File: config.mk
export PLATFORM = sky130hd
export DESIGN_NAME = uart_rx_os
export DESIGN_NICKNAME = d
export VERILOG_FILES = /design/src/rtl/uart_pkg.sv /design/src/rtl/uart_baud_tick.sv /design/src/rtl/uart_rx_os.sv
export SDC_FILE = /design/constraint.sdc
export NUM_CORES = 1
export LEC_CHECK = 0
export ABC_AREA = 1
export ABC_CLOCK_PERIOD_IN_PS = 3700
export CELL_PAD_IN_SITES_DETAIL_PLACEMENT = 1
export CELL_PAD_IN_SITES_GLOBAL_PLACEMENT = 1
export CORE_MARGIN = 8
export CORE_UTILIZATION = 38
export CTS_CLUSTER_SIZE = 40
export DETAILED_ROUTE_END_ITERATION = 16
export HOLD_SLACK_MARGIN = 0.15
export PLACE_DENSITY_LB_ADDON = 0.05
export SKIP_LAST_GASP = 1
export SLEW_MARGIN = 20
export SYNTH_ARGS = -nofsm -noshare
export SYNTH_HDL_FRONTEND = slang
export SYNTH_HIERARCHICAL = 1
export SYNTH_SLANG_ARGS = --single-unit
File: constraint.sdc
create_clock -name clk2 -period 3.7 [get_ports clk2]
set_input_delay 0.74 -clock clk2 [delete_from_list [all_inputs] [get_ports clk2]]
set_output_delay 0.74 -clock clk2 [all_outputs]
set_load 0.01 [all_outputs]
File: src/rtl/uart_pkg.sv
// Shared definitions for the oversampling UART: receiver FSM states, parity
// encoding and the baud-tick divider calculation.
package uart_pkg;

    typedef enum logic [2:0] {
        ST_IDLE      = 3'd0,
        ST_START     = 3'd1,
        ST_DATA      = 3'd2,
        ST_PARITY    = 3'd3,
        ST_STOP      = 3'd4,
        ST_WAIT_HIGH = 3'd5
    } rx_state_e;

    localparam logic PAR_EVEN = 1'b0;
    localparam logic PAR_ODD  = 1'b1;

    // Clamped to 1 so a too-fast baud setting still yields a tick every cycle.
    function automatic int calc_div(input int clk_freq, input int baud, input int oversample);
        int d;
        d = clk_freq / (baud * oversample);
        return (d < 1) ? 1 : d;
    endfunction

endpackage

File: src/rtl/uart_baud_tick.sv
// Free-running divider producing a 1-cycle tick every DIV clk2 cycles.
// DIV=1 degenerates to a constant tick.
module uart_baud_tick #(
    parameter int DIV = 1
) (
    input  logic clk2,
    input  logic rst,
    output logic tick
);

    localparam int            CW   = (DIV > 1) ? $clog2(DIV) : 1;
    localparam logic [CW-1:0] LAST = CW'(DIV - 1);

    logic [CW-1:0] cnt;

    assign tick = (cnt == LAST);

    always_ff @(posedge clk2 or posedge rst) begin
        if (rst)       cnt <= '0;
        else if (tick) cnt <= '0;
        else           cnt <= cnt + CW'(1);
    end

endmodule

File: src/rtl/uart_rx_os.sv
// Oversampling UART receiver: synchroniser, majority-vote bit recovery with
// false-start rejection, and a first-word-fall-through output FIFO.
module uart_rx_os
    import uart_pkg::*;
#(
    parameter int DATA_BITS  = 8,
    parameter int PARITY_EN  = 1,
    parameter int STOP_BITS  = 1,
    parameter int OVERSAMPLE = 16,
    parameter int CLK_FREQ   = 50000000,
    parameter int BAUD       = 115200,
    parameter int FIFO_DEPTH = 4
) (
    input  logic                          clk2,
    input  logic                          rst,
    input  logic                          serialdata_in,
    input  logic                          parity_type,
    output logic [DATA_BITS-1:0]          rx_data,
    output logic                          parity_err,
    output logic                          frame_err,
    output logic                          rx_valid,
    input  logic                          rx_ready,
    output logic                          overrun,
    output logic                          rx_busy,
    output logic [$clog2(FIFO_DEPTH):0]   fifo_count
);

    localparam int DIV = calc_div(CLK_FREQ, BAUD, OVERSAMPLE);
    localparam int SCW = $clog2(OVERSAMPLE);
    localparam int M   = OVERSAMPLE / 2;
    localparam int AW  = $clog2(FIFO_DEPTH);

    localparam logic [SCW-1:0] SC_PRE  = SCW'(M - 1);
    localparam logic [SCW-1:0] SC_MID  = SCW'(M);
    localparam logic [SCW-1:0] SC_POST = SCW'(M + 1);
    localparam logic [SCW-1:0] SC_LAST = SCW'(OVERSAMPLE - 1);
    localparam logic [3:0]     BC_LAST = 4'(DATA_BITS - 1);
    localparam logic           STOP_LAST = 1'(STOP_BITS - 1);

    typedef struct packed {
        logic                 ferr;
        logic                 perr;
        logic [DATA_BITS-1:0] data;
    } rx_word_t;

    logic                 sync1, sync2, rx_s;
    logic                 tick;
    rx_state_e            state;
    logic [SCW-1:0]       sc;
    logic [1:0]           smp;
    logic                 maj;
    logic [3:0]           bit_cnt;
    logic                 stop_cnt;
    logic [DATA_BITS-1:0] shreg;
    logic                 par_lat;
    logic                 perr, ferr;
    logic                 sample_pt, last_stop, push;
    rx_word_t             push_word;

    // Both flops idle high so reset never looks like a start edge.
    always_ff @(posedge clk2 or posedge rst) begin
        if (rst) begin
            sync1 <= 1'b1;
            sync2 <= 1'b1;
        end else begin
            sync1 <= serialdata_in;
            sync2 <= sync1;
        end
    end
    assign rx_s = sync2;

    uart_baud_tick #(.DIV(DIV)) u_tick (
        .clk2 (clk2),
        .rst  (rst),
        .tick (tick)
    );

    assign maj       = (smp[0] & smp[1]) | (smp[0] & rx_s) | (smp[1] & rx_s);
    assign sample_pt = tick && (sc == SC_POST) &&
                       (state != ST_IDLE) && (state != ST_WAIT_HIGH);
    assign last_stop = (stop_cnt == STOP_LAST);
    // Push at the vote of the last stop bit, leaving half a bit to re-arm.
    assign push      = sample_pt && (state == ST_STOP) && last_stop;
    assign push_word = '{ferr: ferr | ~maj, perr: perr, data: shreg};
    assign rx_busy   = (state != ST_IDLE);

    always_ff @(posedge clk2 or posedge rst) begin
        if (rst) begin
            state    <= ST_IDLE;
            sc       <= '0;
            smp      <= '0;
            bit_cnt  <= '0;
            stop_cnt <= 1'b0;
            shreg    <= '0;
            par_lat  <= PAR_EVEN;
            perr     <= 1'b0;
            ferr     <= 1'b0;
        end else begin
            case (state)
                ST_IDLE: begin
                    if (tick && !rx_s) begin
                        sc       <= '0;
                        par_lat  <= parity_type;
                        perr     <= 1'b0;
                        ferr     <= 1'b0;
                        bit_cnt  <= '0;
                        stop_cnt <= 1'b0;
                        state    <= ST_START;
                    end
                end
                ST_WAIT_HIGH: begin
                    if (rx_s) state <= ST_IDLE;
                end
                default: begin
                    if (tick) begin
                        sc <= (sc == SC_LAST) ? '0 : sc + SCW'(1);
                        if (sc == SC_PRE) smp[0] <= rx_s;
                        if (sc == SC_MID) smp[1] <= rx_s;
                        if (sc == SC_POST) begin
                            case (state)
                                ST_START:  if (maj) state <= ST_IDLE;
                                ST_DATA:   shreg <= {maj, shreg[DATA_BITS-1:1]};
                                ST_PARITY: perr <= maj ^ (^shreg) ^ (par_lat == PAR_ODD);
                                ST_STOP: begin
                                    if (!maj) ferr <= 1'b1;
                                    // A low last stop is a break: hold off until the line recovers.
                                    if (last_stop) state <= maj ? ST_IDLE : ST_WAIT_HIGH;
                                end
                                default: ;
                            endcase
                        end
                        if (sc == SC_LAST) begin
                            case (state)
                                ST_START: state <= ST_DATA;
                                ST_DATA: begin
                                    if (bit_cnt == BC_LAST)
                                        state <= (PARITY_EN != 0) ? ST_PARITY : ST_STOP;
                                    else
                                        bit_cnt <= bit_cnt + 4'd1;
                                end
                                ST_PARITY: state <= ST_STOP;
                                ST_STOP:   stop_cnt <= 1'b1;
                                default: ;
                            endcase
                        end
                    end
                end
            endcase
        end
    end

    rx_word_t      mem [FIFO_DEPTH];
    rx_word_t      head;
    logic [AW-1:0] wr_ptr, rd_ptr;
    logic [AW:0]   count;
    logic          full, pop, accept;

    assign full   = (count == (AW+1)'(FIFO_DEPTH));
    assign pop    = rx_valid && rx_ready;
    // A pop on the same edge frees the slot the push needs.
    assign accept = push && (!full || pop);

    always_ff @(posedge clk2) begin
        if (accept) mem[wr_ptr] <= push_word;
    end

    always_ff @(posedge clk2 or posedge rst) begin
        if (rst) begin
            wr_ptr  <= '0;
            rd_ptr  <= '0;
            count   <= '0;
            overrun <= 1'b0;
        end else begin
            if (accept) wr_ptr <= wr_ptr + AW'(1);
            if (pop)    rd_ptr <= rd_ptr + AW'(1);
            count <= count + (AW+1)'(accept) - (AW+1)'(pop);
            if (push && !accept) overrun <= 1'b1;
            else if (pop)        overrun <= 1'b0;
        end
    end

    assign head       = mem[rd_ptr];
    assign rx_valid   = (count != '0);
    assign rx_data    = rx_valid ? head.data : '0;
    assign parity_err = rx_valid & head.perr;
    assign frame_err  = rx_valid & head.ferr;
    assign fifo_count = count;

endmodule

==> results.ini <==
[run_status]
status = complete, no violations

[setup_path]
critPathBufInv = 2
worstPathArrival_ps = 2320
critPathMaxStageDelay_ps = 610
worstPathRequired_ps = 2960
crit_type = flop to output port
critPathMaxFanout = 11
cp_cell_sequence = inv_1, nor2_1, o21ai_0, a21oi_1, clkdlybuf4s50_1
path_delay_family = buffers and inverters
cpMaxStageDelayCell = dfrtp_1
end_kind = output port
cp-start-kind = flop

[cells_and_area]
finalNetCount = 462
diodes = 0
nFillCells = 1205
final_area_sq_um = 4534
multi_input_area_sq_um = 1476
area_growth_pct = 15.75
register_area_sq_um = 2205
drive_gt1_share_pct = 13.36
finalNonFillerCells = 585

[pwr]
p_switching_w = 0.0007363
p_sw_share_pct = 29.92
power_density_nw_per_um2 = 542.7
leakagePower_nw = 1.984
ir_drop_mv = 0.2075
internal_power_w = 0.001725
seqPwrFrac_pct = 41.3
pwr-share-clk_pct = 32.1
p_comb_share_pct = 26.6

[place]
place_area_sq_um = 4292
io_buffers = 20
globalplace.congestion = 0.7400
dp_hpwl_mm = 6.130
place_inst = 569

[clock_tree]
postCtsSetupRepairBufs = 0
post_cts_resized = 0
cts.htree.levels = 3
clkSlewWorstSetupHoldPaths_ps = 90
clk_latency_ps = 350
cts-buffers-inserted = 9
cts_hold_buf = 0
cts.sinks = 80
clk_path_buf_depth = 2
clock_tree.root_cell = clkbuf_8
cts_tree = yes

[timing]
skew_ps = 14.00
worst-slew-pin-transition_ps = 522.8
slew_headroom_pct = 65.11
fin_crit_sh_pct = 82.80
hold_viol_final = 0
max_clock_freq_mhz = 326.4
setup_viol = 0
setup_tns_ps = 0
grt_setup_unrepaired = no
fin_crit_ps = 3064
slew_viol_final = 0

[floorplan]
core_sq_um = 10180
rows = 37
die_w_um = 117.5
ios = 21
initial_core_util_pct = 38.46
dieArea_sq_um = 13810
die_h_um = 117.5

[logic_synthesis]
ys_seq_area_share_pct = 56.28
ys_ff_latch = 80
syn-num-nets = 433
ys.warnings.count = 6
synth_edf_count = 40
syn_area_sq_um = 3918
synth-main-ff-cell = edfxtp_1
synth-async-reset-ratio_pct = 50.00
synth_cells = 415
synth.avg_cell_area_sq_um = 9.440
ys_types = 32

[detailed_routing]
vias_per_cell = 4.725
wl_per_cell_um = 14.55
drt-total-wl_mm = 8.512
route.detailed.drc = 0
drtAntennaViolNets = 0
firstDrtPassIters = 4
vias = 2764
drt_iter0_markers = 63

[global_routing]
grtUsageTotal_pct = 13.07
grt_pass1_vias = 2986
antenna_found_initial = 0
grt_max_degree = 36
grt_pass1_wl_mm = 14.50
grt.overflow.total = 0

[flow_run]
maxCapViolCount = 0

[hold_path]
hp-class = flop to flop

[synth_stat cells (6+ instances only)]
| master | count | area (sq um) |
|---|---|---|
| inv_2 | 6 | 22.52 |
| dfrtp_1 | 38 | 950.9 |
| clkbuf_1 | 6 | 22.52 |
| inv_1 | 44 | 165.2 |
| a21oi_1 | 20 | 100.1 |
| nor2_1 | 65 | 244.0 |
| nand2_1 | 82 | 307.8 |
| edfxtp_1 | 40 | 1201 |
| o21ai_2 | 9 | 78.83 |
| nand3_1 | 15 | 75.07 |
| ha_1 | 12 | 150.1 |
| o21ai_0 | 33 | 165.2 |
| xor2_1 | 6 | 52.55 |
[logic make-up after synthesis]
logic type	Yosys count	share of synthesized area, %
xor+xnor	8	1.789
compound gates	67	9.965
buf+inv	59	6.036
fa+ha+maj	13	4.344
flops	80	56.28
simple gates	188	21.59
[stage by stage]
stage          worst slack, ps  power, W  hold slack (ps)  utilization, %
6_report                 636.4  0.002461            362.2           44.52
3_3_place_gp              1009  0.001694            346.0           42.14
5_1_grt                  405.0  0.002613            369.0           44.52
2_1_floorplan             1327  0.001396            345.2               -
3_5_place_dp             964.3  0.001714            348.9           42.14
4_1_cts                  561.9  0.002512            362.1           44.52
[sequential cells by signal, indices dropped and copies added (netlist names)]
name,flops
stop_cnt,1
ferr,1
perr,1
sync1,1
state,3
fifo_count,3
mem,40
par_lat,1
bit_cnt,4
rx_s,1
u_tick/cnt,5
sc,4
wr_ptr,2
rd_ptr,2
shreg,8
smp,2
overrun,1
[worst reg2reg max path, stage by stage, from the launching register on]
cell,delay (ps)
dfrtp_1,430
inv_1,70
ha_1,130
nand2_1,50
inv_1,40
nand2_1,70
inv_2,160
nand3_4,120
nor2_4,190
nand3_4,140
ha_1,300
inv_1,40
ha_1,180
fa_1,370
xor2_1,170
[cell usage in the layout (no fill, tap or decap), types with 2 or more instances in the layout]
cell / netlist / layout
nand2_2: 5 / 5
buf_4: 0 / 7
inv_2: 6 / 6
edfxtp_1: 40 / 40
xor2_1: 6 / 6
clkdlybuf4s50_1: 0 / 20
ha_1: 12 / 12
bufinv_16: 0 / 3
nand3_1: 15 / 15
o21ai_2: 9 / 9
xnor2_1: 2 / 2
clkbuf_8: 0 / 9
inv_6: 0 / 2
nor2_1: 65 / 65
nor2_2: 3 / 3
nand4_1: 3 / 3
nand3_4: 2 / 2
nor3_1: 4 / 4
dfstp_2: 2 / 2
a21oi_1: 20 / 20
o21ai_0: 33 / 33
nand2_4: 2 / 2
inv_1: 44 / 44
dfrtp_1: 38 / 38
nor2_4: 5 / 5
nand2_1: 82 / 82
[power by group through the flow]
stage / Combinational [W] / Sequential (W) / Clock [W]
4_1_cts: 0.000682 / 0.00102 / 0.000813
3_5_place_dp: 0.000677 / 0.00104 / 0
3_3_place_gp: 0.000658 / 0.00104 / 0
5_1_grt: 0.000737 / 0.00103 / 0.000851
6_report: 0.000655 / 0.00102 / 0.000789
2_1_floorplan: 0.000382 / 0.00101 / 0
[routing by layer]
layer	part of all wire [%]	global-route usage (%)	wire [um]
met1	43	13.98	3682
met2	53	24.08	4480
met3	2.5	2.782	215
met4	1.6	5.925	133
met5	0	0	0
[worst paths after layout]
kind | start | endpoint | depth (start not counted) | slack, ps
setup / recovery | rd_ptr[1]$_DFFE_PP0P_ | rx_data[3] | 5 | 640
hold / removal | sync1$_DFF_PP1_ | rx_s$_DFF_PP1_ | 0 | 360
setup reg to reg | u_tick/cnt[0]$_DFF_PP0_ | fifo_count[2]$_DFF_PP0_ | 14 | 1120
hold reg to reg | sync1$_DFF_PP1_ | rx_s$_DFF_PP1_ | 0 | 360
max in group asynchronous | rst | sync1$_DFF_PP1_ | 3 | 2500
min in group asynchronous | rst | u_tick/cnt[4]$_DFF_PP0_ | 2 | 610
[cell type report]
class                      count  area share, %
timing repair buffer          27          5.574
sequential                    80          48.62
inverter                      50          4.139
multi-input combinational    276          32.56
clock buffer                  10          2.815
clock inverter                 6          2.539
tap                          136          3.753
Power figures use the tool's default switching activity.
==> variant 1 (same settings) <==
Register the outputs `parity_err` and `frame_err`, cleared by the reset; this adds one clock of latency there. The other outputs are not delayed to match.
--- a/src/rtl/uart_rx_os.sv
+++ b/src/rtl/uart_rx_os.sv
@@ -183,6 +183,13 @@
     assign rx_valid   = (count != '0);
     assign rx_data    = rx_valid ? head.data : '0;
-    assign parity_err = rx_valid & head.perr;
-    assign frame_err  = rx_valid & head.ferr;
+    always_ff @(posedge clk2 or posedge rst) begin
+        if (rst) begin
+            parity_err <= '0;
+            frame_err  <= '0;
+        end else begin
+            parity_err <= rx_valid & head.perr;
+            frame_err  <= rx_valid & head.ferr;
+        end
+    end
     assign fifo_count = count;
 
Formal check against the unedited RTL: same outputs for any inputs over 10 cycles, from zero or initial values and one cycle with rst high; that may be too few to reach the edited logic, so the function may still have changed.
==> variant 1 against the original RTL <==
Clock power shrank 16%. Sequential cell count grew 2. Final cell count is 1.2% higher. Synthesized cell count increased by 1.9%. Final area shrank 0.88%. Worst setup slack gained 45 ps. Routed wire length up 2.5%. Maximum frequency increased by 1.5%. Area after synthesis about the same. Count of clock-buffer cells in the layout decreased by 1. Total power is 4.2% lower. Utilization decreased by 0.39 points. Critical path type unchanged. Critical endpoint is now rx_data[7].
==> variant 1: results (changes against the original RTL) <==
Distinct cells, synth 29 (was 32); gpl congestion 0.799 (was 0.740); Leak Pwr 0.00194 uW (was 0.00198 uW); share of cells above drive strength 1 9.65% (was 13.4%); number of global-route vias before repair 3058 (was 2986); M1 WL 3.99 mm (was 3.68 mm); crit path max fanout 11 (unchanged); register area share after synthesis 57.5% (was 56.3%); NumNets Final 469 (was 462); M1 GR Usage 14.9% (was 14.0%); total wire length 8.73 mm (was 8.51 mm); grt ovf 0 (unchanged); Top Layer Used met4 (unchanged); Synth top cells by count nand2_1, nor2_1, inv_1, dfrtp_1, edfxtp_1 (was nand2_1, nor2_1, inv_1, edfxtp_1, dfrtp_1); Reg2Reg Setup Slack 850 ps (was 1120 ps); dpl hpwl 6.32 mm (was 6.13 mm); Skew-Pair Late Insertion Delay 350 ps (about the same); DR WL met3 240 um (was 215 um); Post-synth ARST share 51.2% (was 50.0%); top cells by area, synth edfxtp_1, dfrtp_1, nand2_1 (unchanged); skew final 13.5 ps (was 14.0 ps); syn_nets 441 (was 433); Worst EP arrival 2280 ps (was 2320 ps); routed via count 2862 (was 2764); Worst-path clk slew 100 ps; detailed router's first-iteration violation count 94 (was 63); largest net degree at the start of global routing 38 (was 36); fill count 1196 (was 1205); Buffers on Ports 20 (unchanged); antenna violations before repair 0 (unchanged); Worst Reg-to-Reg Cells 16 (was 14); slew at the pin with the worst max-slew slack 816 ps (was 523 ps); first-pass GRT wire length 14.9 mm (was 14.5 mm); grt met3 use 2.16% (was 2.78%); Num CTS Buffers 9 (unchanged); status complete, no violations (unchanged); DR WL met2 4.39 mm (was 4.48 mm); worst setup path end rx_data[7] (was rx_data[3]); crit path from rd_ptr[1] (unchanged); # resized after CTS 0 (unchanged); CTS root buf clkbuf_8 (unchanged); met2 Usage GRT 24.0% (was 24.1%); GR Util All Layers 13.1% (about the same); worst vdd ir 0.349 mV (was 0.208 mV); Tightest Hold Check Type flip-flop to flip-flop (unchanged)
==> variant 1: logic make-up after synthesis <==
group | Yosys count | share of synthesized area (%)
AOI/OAI and AO/OA | 66 | 8.42
xor gates and xnor gates | 7 | 1.56
adders and majority gates | 13 | 4.34
buffers and inverters | 59 | 5.87
DFF | 82 | 57.5
and+or+nand+nor | 196 | 22.3
==> variant 1: cell type report <==
| type | count | share of cell area, % |
|---|---|---|
| timing repair buffer | 26 | 5.46 |
| inverter | 50 | 4.18 |
| clock buffer | 9 | 2.76 |
| clock inverter | 7 | 1.70 |
| multi-input combinational | 282 | 32.0 |
| sequential | 82 | 50.2 |
| tap | 136 | 3.79 |
==> variant 1: power by group <==
group / leakage (uW) / switching, uW / total [uW] / internal, uW
clock: 0.0000979 / 348 / 666 / 317
combinational: 0.000852 / 350 / 650 / 299
sequential: 0.000985 / 50.4 / 1040 / 992
==> variant 1: per-stage QoR <==
stage	worst slack (ps)	instance area, um2	total power (uW)	hold slack, ps	cells
3_5_place_dp	820	4290	1730	350	576
4_1_cts	621	4490	2400	377	592
2_1_floorplan	1080	3920	1430	345	423
5_1_grt	507	4490	2500	374	592
3_3_place_gp	910	4290	1710	348	576
6_report	682	4490	2360	368	592
==> variant 1: worst min-delay path by stage <==
stage               slack, ps   end  cells after the start
floorplan                 350  rx_s                      0
global placement          350  rx_s                      0
detailed placement        350  rx_s                      0
CTS                       380  rx_s                      0
global route              370  rx_s                      0
finish                    370  rx_s                      0
==> variant 1: worst max-delay path: stages, from the launching register on <==
cell and delay, ps:
dfrtp_1 620, inv_1 310, nor2_1 170, o21ai_0 120, a21oi_1 150, clkdlybuf4s50_1 550
==> variant 2 (same settings) <==
Made on the original files. Set the parameter `DATA_BITS` to 12 (it was 8).
--- a/src/rtl/uart_rx_os.sv
+++ b/src/rtl/uart_rx_os.sv
@@ -4,5 +4,5 @@
     import uart_pkg::*;
 #(
-    parameter int DATA_BITS  = 8,
+    parameter int DATA_BITS  = 12,
     parameter int PARITY_EN  = 1,
     parameter int STOP_BITS  = 1,
Interface: changed (resized rx_data); port bits go from 21 to 25. No check against the original RTL was run, so the function may have changed too.
==> variant 2 against the original RTL <==
Total power is 26% higher. Sequential power is 22% higher. Routed wire length is 21% higher. Worst setup slack worse by 42 ps. Register-to-register slack worse by 60 ps. Die area is 19% higher. Final area is 22% higher. Count of clock-buffer cells in the layout is 1 lower. Area after synthesis is 22% higher. Critical path depth is 1 lower. Sequential cell count is 20 higher. Largest power group unchanged.
==> variant 2: results (changes against the original RTL) <==
gpl congestion 0.793 (was 0.740); Post-synth ARST share 44.0% (was 50.0%); EDFF count, synth 56 (was 40); Post-Syn Area per Cell 10.1 um2 (was 9.44 um2); Distinct cells, synth 40 (was 32); hold-critical path depth 0 (unchanged); Initial DRT Pass Iterations 4 (unchanged); Top Registers mem (56), shreg (12), u_tick/cnt (5) (was mem (40), shreg (8), u_tick/cnt (5)); register area share after synthesis 58.2% (was 56.3%); share of cells above drive strength 1 11.9% (was 13.4%); skew final 10.3 ps (was 14.0 ps); NumNets Final 524 (was 462); CTS root buf clkbuf_16 (was clkbuf_8); CP top delay family buffers and inverters (unchanged); CP peak stage delay 570 ps (was 610 ps); dpl hpwl 7.03 mm (was 6.13 mm); placed cell count 667 (was 569); Worst Reg-to-Reg Cells 16 (was 14); largest net degree at the start of global routing 40 (was 36); detailed router's first-iteration violation count 163 (was 63); Adder-Cell Fraction of Synth Area 3.56% (was 4.34%); Synth top cells by count nor2_1, nand2_1, edfxtp_1, inv_1 (was nand2_1, nor2_1, inv_1, edfxtp_1, dfrtp_1); number of global-route vias before repair 3465 (was 2986); total wire length 10.3 mm (was 8.51 mm); xor-xnor portion of the synthesized cell area 3.11% (was 1.79%); top cells by area, synth edfxtp_1, dfrtp_1, nor2_1 (was edfxtp_1, dfrtp_1, nand2_1); Critical-path top delay cell inv_1 (was dfrtp_1); RR Startpoint u_tick/cnt[0] (unchanged); mux contribution to synthesized area 1.57% (was 0%); GR Util All Layers 14.0% (was 13.1%); Reg2Reg Setup Slack 1060 ps (was 1120 ps); worst hold slack 359 ps (was 362 ps); Worst-path clk slew 70 ps (was 90 ps); worst vdd ir 0.294 mV (was 0.208 mV); Buffers on Ports 24 (was 20); first-pass GRT wire length 17.8 mm (was 14.5 mm); status complete, no violations (unchanged); routed via count 3281 (was 2764); crit path max fanout 28 (was 11); ant diodes 0 (unchanged); Skew-Pair Late Insertion Delay 350 ps (about the same); Leak Pwr 0.00245 uW (was 0.00198 uW); syn_nets 492 (was 433); Synth Area in Compound Gates 8.60% (was 9.96%); fill count 1376 (was 1205); worst reg2reg endpoint fifo_count[2] (unchanged); final std cells w/o fill 683 (was 585); Worst EP arrival 2370 ps (was 2320 ps); Slew headroom 48.1% (was 65.1%)
variant 2: cell type report:
cell class                 instances  share of cell area [%]
clock buffer                       9                    4.06
clock inverter                     7                    1.31
inverter                          53                    3.68
multi-input combinational        310                    31.4
sequential                       100                    50.2
tap                              172                    3.88
timing repair buffer              32                    5.41
variant 2: layer usage:
| metal | part of all wire (%) | GRT usage [%] | wire (um) | vias to the layer above |
|---|---|---|---|---|
| li1 | - | - | - | 1623 |
| met1 | 46 | 16.6 | 4720 | 1615 |
| met2 | 49 | 23.7 | 5100 | 30 |
| met3 | 2.7 | 2.70 | 277 | 13 |
| met4 | 2.1 | 6.71 | 220 | 0 |
| met5 | 0 | 0 | 0 | - |
variant 2: cells by family after synthesis:
logic type / Yosys count
compound gates: 75
mux: 5
xor+xnor: 17
simple gates: 200
fa+ha+maj: 13
buf+inv: 64
flops: 100
variant 2: metrics by stage:
stage               power, uW  instance area, um2  worst slack [ps]
finish                   3090                5550               594
global route             3290                5550               388
CTS                      3150                5550               532
detailed placement       2170                5250               941
global placement         2160                5250              1030
floorplan                1760                4790              1260
variant 2: how the worst max path moves through the flow:
| stage | start | end | slack [ps] | depth (start not counted) |
|---|---|---|---|---|
| after CTS | rd_ptr[0] | rx_data[2] | 530 | 4 |
| after global placement | rx_ready | fifo_count[2] | 1030 | 8 |
| after global routing | rd_ptr[0] | rx_data[2] | 390 | 4 |
| after floorplan | u_tick/cnt[0] | fifo_count[2] | 1260 | 16 |
| final | rd_ptr[0] | rx_data[2] | 590 | 4 |
| after detailed placement | rd_ptr[0] | rx_data[2] | 940 | 4 |
variant 2: where the power goes:
group          switching (uW)  total [uW]  leakage, uW  internal, uW
sequential               34.4        1240      0.00119          1200
clock                     435         964     0.000144           529
combinational             487         894      0.00112           406
total                     957        3090      0.00245          2140
